`config.mk`:
```
export PLATFORM = sky130hd
export DESIGN_NAME = sequence_detector_110110_flat
export DESIGN_NICKNAME = d
export VERILOG_FILES = /design/src/rtl/sequence_detector_110110_if.sv /design/src/rtl/sequence_detector_110110.sv /design/src/flat_wrapper.sv
export SDC_FILE = /design/constraint.sdc
export NUM_CORES = 1
export LEC_CHECK = 0
export CORE_AREA = 2 2 39 41
export CTS_CLUSTER_DIAMETER = 30
export DETAILED_ROUTE_END_ITERATION = 7
export DIE_AREA = 0 0 41 43
export SLEW_MARGIN = 20
export SYNTH_ARGS = -nofsm -noshare
export SYNTH_HDL_FRONTEND = slang
export SYNTH_SLANG_ARGS = --single-unit
```
`constraint.sdc`:
```
create_clock -name clk -period 0.9 [get_ports clk]
set_input_delay 0.18 -clock clk [delete_from_list [all_inputs] [get_ports clk]]
set_output_delay 0.18 -clock clk [all_outputs]
set_load 0.02 [all_outputs]
```
`src/rtl/sequence_detector_110110_if.sv`:
```
// -----------------------------------------------------------------------------
// sequence_detector_110110_if
// Serial bit-stream interface between a bit source and the 110110 detector.
//   din  : serial data bit, one per clock (source -> detector)
//   dout : one-cycle match strobe (detector -> consumer)
// Modports:
//   master : drives din, observes dout (stream source / testbench side)
//   slave  : observes din, drives dout (detector side)
// -----------------------------------------------------------------------------
interface sequence_detector_110110_if;
   logic din;
   logic dout;

   modport master (
      output din,
      input  dout
   );

   modport slave (
      input  din,
      output dout
   );
endinterface

```
`src/rtl/sequence_detector_110110.sv`:
```
// -----------------------------------------------------------------------------
// sequence_detector_110110
// Moore FSM that flags every occurrence of the serial pattern 1-1-0-1-1-0
// (first bit first). One input bit is sampled on each rising clock edge.
// dout is high for exactly one cycle, after the edge that samples the
// sixth bit of a match.
//
// Ports:
//   clk   : system clock, rising-edge sampling
//   reset : asynchronous, active-high; forces S0 and dout = 0
//   bus   : sequence_detector_110110_if.slave (din in, dout out)
//
// Configuration macro:
//   SEQ_DET_OVERLAP_EN : when defined, overlapping matches are detected
//                        (S6 --1--> S4); otherwise detection is
//                        non-overlapping (S6 --1--> S1).
// -----------------------------------------------------------------------------
module sequence_detector_110110 (
   input  logic                              clk,
   input  logic                              reset,
   sequence_detector_110110_if.slave         bus
);

   // States named by the longest matched prefix of 110110.
   typedef enum logic [2:0] {
      StS0 = 3'd0,  // none
      StS1 = 3'd1,  // "1"
      StS2 = 3'd2,  // "11"
      StS3 = 3'd3,  // "110"
      StS4 = 3'd4,  // "1101"
      StS5 = 3'd5,  // "11011"
      StS6 = 3'd6   // "110110" (match)
   } state_e;

   state_e state_q;
   state_e state_d;

   always_ff @(posedge clk or posedge reset) begin
      if (reset) begin
         state_q <= StS0;
      end else begin
         state_q <= state_d;
      end
   end

   always_comb begin
      state_d = StS0;
      unique case (state_q)
         StS0: state_d = bus.din ? StS1 : StS0;
         StS1: state_d = bus.din ? StS2 : StS0;
         // Extra 1s keep the last two as a valid "11" prefix.
         StS2: state_d = bus.din ? StS2 : StS3;
         StS3: state_d = bus.din ? StS4 : StS0;
         StS4: state_d = bus.din ? StS5 : StS0;
         StS5: state_d = bus.din ? StS2 : StS6;
`ifdef SEQ_DET_OVERLAP_EN
         // Trailing "110" of the match doubles as the next prefix.
         StS6: state_d = bus.din ? StS4 : StS0;
`else
         // Match bits are consumed; only the new bit may start a prefix.
         StS6: state_d = bus.din ? StS1 : StS0;
`endif
         // Unused code 3'd7 falls back to S0.
         default: state_d = StS0;
      endcase
   end

   // Pure decode of the state register: no combinational path from din.
   assign bus.dout = (state_q == StS6);

endmodule

```
`src/flat_wrapper.sv`:
```
// flat-port wrapper written by rule: the top's interface ports become plain ports
module sequence_detector_110110_flat 
  (clk, reset, bus_din, bus_dout);
  sequence_detector_110110_if bus_i ();
  input  logic clk;
  input  logic reset;
  input wire logic [$bits(bus_i.din)-1:0] bus_din;
  output wire logic [$bits(bus_i.dout)-1:0] bus_dout;
  assign bus_i.din = bus_din;
  assign bus_dout = bus_i.dout;
  sequence_detector_110110 u_core (.clk(clk), .reset(reset), .bus(bus_i));
endmodule
```
Yosys cells after proc, flatten, opt, wreduce, memory -nomap -nowiden

Cells that the tools add are included.

Equality and inequality tests: 6
Multiplexer cells: 7
Reductions and logical operators: 2

Operators by type and width:

| cell                                                 | number |
|---|---|
| one-hot mux 3 bit (6 select lines)                   | 1 |
| equality test 3 bit (second input constant)          | 3 |
| two-way mux 3 bit                                    | 3 |
| equality test 3 x 2 -> 1 bit (second input constant) | 2 |
| equality test 3 x 1 -> 1 bit (second input constant) | 1 |
| logical NOT 3 bit                                    | 1 |
| two-way mux 1 bit                                    | 2 |
| two-way mux 2 bit                                    | 1 |
| OR reduction 2 bit                                   | 1 |

Register bits: 3
Bits of input ports: 3
Output and inout bits: 1

Depth between registers and ports, before layout

Depth in word-level cells: 3
Depth in mapped cells: 3
Mapped depth without buffers: 3

Worst setup path before layout

OpenSTA, ideal clock, no wires.

Path type: register to output
Start point: register u_core.state_q[0]
End point: output bus_dout
Arrival time: 841 ps
Slack: -121 ps
Cell stages (with the launch flop): 3
Path through: dfrtp_1 nand2b_1 nor2_1

Word-level cells in the longest chain between the ends: 1

RTL lines:

| element                  | line                           | RTL |
|---|---|---|
| start: declaration       | sequence_detector_110110.sv:35 | `state_e state_q;` |
| start signal: assignment | sequence_detector_110110.sv:40 | `state_q <= StS0;` |
| start signal: assignment | sequence_detector_110110.sv:42 | `state_q <= state_d;` |
| equality test 3 bit      | sequence_detector_110110.sv:69 | `assign bus.dout = (state_q == StS6);` |
| end: declaration         | flat_wrapper.sv:8              | `output wire logic [$bits(bus_i.dout)-1:0] bus_dout;` |

No other way between the ends.

Worst setup path after layout

Ends and elaborated chain as after synthesis.

==> results.yml <==
outcome:
  status: "complete, but fails checks"
  violations: "negative setup slack"
routing:
  via_per_inst: 3.349
  drcViolationCount: 0
  drt_wl_total_um: 380
  vias: 144
  drt_iter0_drc: 2
  ant_nets: 0
  first_pass_iters: 2
  routedWlPerCell_um: 8.837
grt:
  grt_usage: 0.06118
  grt_max_degree: 5
  antenna_found_initial: 0
  grt_pass1_wl_um: 586
  grt_pass1_vias: 161
  grt_overflow: 0
critical_path:
  cp-start-kind: "register"
  cp-end-kind: "output pin"
  worstRegToRegCells: 4
  worstSetupPathType: "reg2out"
  path_max_fanout: 2
  cp.arrival_ns: 0.93
  rrSetupSlack_ns: -0.15
  required_ns: 0.72
floorplanning:
  die_w_um: 41
  die_h_um: 43
  placementRows: 14
  initial_core_util: 0.1094
  ioPinCount: 4
  coreArea_sq_mm: 0.001384
  dieArea_sq_mm: 0.001763
synthesis:
  syn_inst: 15
  ys_warn_count: 0
  syn-num-nets: 18
  yosysUniqueCellTypes: 10
  avgSynthCellArea_sq_um: 10.09
  netlist_area_sq_um: 151.4
  seq_area_frac_synth: 0.4959
  ys_seq_elements: 3
layout:
  top_regs: "u_core.state_q x3"
  stdcell_count: 43
  layout.nets: 31
  final_util: 0.2107
  multiInputGateArea_sq_um: 93.84
  fillers: 159
  final_cell_mix: "buf_4 (5), clkbuf_4 (3), dfrtp_1 (3)"
  diodes: 0
  area_growth_pct: 92.56
  regArea_sq_um: 75.07
  largest_reg_flops: 3
  final_common_cell: "buf_4"
  design_area_sq_um: 291.5
  drive_above_1_share: 0.5556
  regMostFlops: "u_core.state_q"
clock_network:
  cts_root_buf: "clkbuf_4"
  cts_buffer_depth: 2
  cts_htree_levels: 1
  cts.sinks: 3
  ctsHoldBuffers: 0
  path_clk_slew_ns: 0.04
  cts_made_buffers: 3
  insertion_delay_ns: 0.23
  cts_tree: "built"
sta:
  skew_ns: 0.003365
  finalSetupViolations: 3
  fin_crit_sh: 1.237
  finalWorstSetupSlack_ns: -0.2130
  maxSlewViolCount: 0
  max_freq_ghz: 0.8985
  worst_pin_slew_ns: 0.2014
  hold_violations: 0
  grt_setup_unrepaired: "yes"
  fin_crit_ns: 1.113
  slew_headroom: 0.8653
placement:
  place_congestion: 0.5917
  place_inst: 39
  dpl_cell_area_sq_um: 246.5
  portBuffers: 3
  hpwl_um: 232.9
  place_worst_setup_slack_ns: -0.5001
job:
  cap_violations: 0
power:
  ir_drop_v: 0.0004184
  leakage_uw: 0.0001260
  finalPower_uw: 885.5
  power_density_mw_per_mm2: 3037
hold_path:
  hold_path.class: "in2async"
[routing by layer]
| metal | vias up | share of wire | track usage |
|---|---|---|---|
| li1 | 75 | - | - |
| met1 | 67 | 0.40 | 0.03846 |
| met2 | 2 | 0.58 | 0.07813 |
| met3 | 0 | 0.021 | 0.04712 |
| met4 | 0 | 0 | 0.1000 |
| met5 | - | 0 | 0 |
[Yosys cell counts]
cell      number  area (sq um)
o21ai_0        1         5.000
nand2b_1       1         6.260
xnor2_1        2         17.52
nand3_1        1         5.000
o22ai_1        1         6.260
o31ai_2        1         12.51
inv_1          2         7.510
and2b_2        1         8.760
nor2_1         2         7.510
dfrtp_1        3         75.07
[cells by family after synthesis]
kind of cell,after synthesis,synth area share
AND/OR/NAND/NOR,5,0.1818
AO/OA/AOI/OAI,3,0.1570
flip-flops,3,0.4959
XOR/XNOR,2,0.1157
buffers and inverters,2,0.04961
[metrics by stage]
step           hold slack [ns]  setup TNS, ns
2_1_floorplan         -0.06636       -0.01475
3_3_place_gp            0.3533         -1.035
3_5_place_dp            0.3563         -1.029
4_1_cts                 0.1070        -0.5161
5_1_grt                 0.1283        -0.6429
6_report                0.1133        -0.4979
[power breakdown]
| part | switching [uW] | total (uW) | internal [uW] | leakage, uW |
|---|---|---|---|---|
| Combinational | 184 | 423 | 240 | 0.0000721 |
| Clock | 71.5 | 238 | 166 | 0.0000150 |
| Sequential | 36.0 | 224 | 188 | 0.0000389 |
| Total | 291 | 885 | 594 | 0.000126 |
[final cells by class]
cell class / instances / share of cell area
clock buffers: 4 / 0.09013
repair buffers: 8 / 0.2361
multi-input cells: 10 / 0.3219
well taps: 16 / 0.06867
inverters: 2 / 0.02575
flip-flops and latches: 3 / 0.2575
[repair_timing]
item | 4_1_cts | 5_1_grt
setup buffers | 0 | 0
setup endpoints to repair | 4 | 4
gates resized for setup | 7 | 3
[worst paths after layout]
| path | from | endpoint |
|---|---|---|
| min reg2reg | u_core.state_q[0] | u_core.state_q[0] |
| max reg2reg | u_core.state_q[1] | u_core.state_q[0] |
| min | reset | u_core.state_q[1] |
| max in group asynchronous | reset | u_core.state_q[2] |
| min in group clk | u_core.state_q[0] | u_core.state_q[0] |
| max | u_core.state_q[0] | bus_dout |
[critical path, cell delays in order, from the launching register on]
cell	delay, ns
dfrtp_1	0.36
nand2b_4	0.15
nor2_4	0.07
buf_6	0.11
Note: power is estimated with default switching activity, not from simulation.
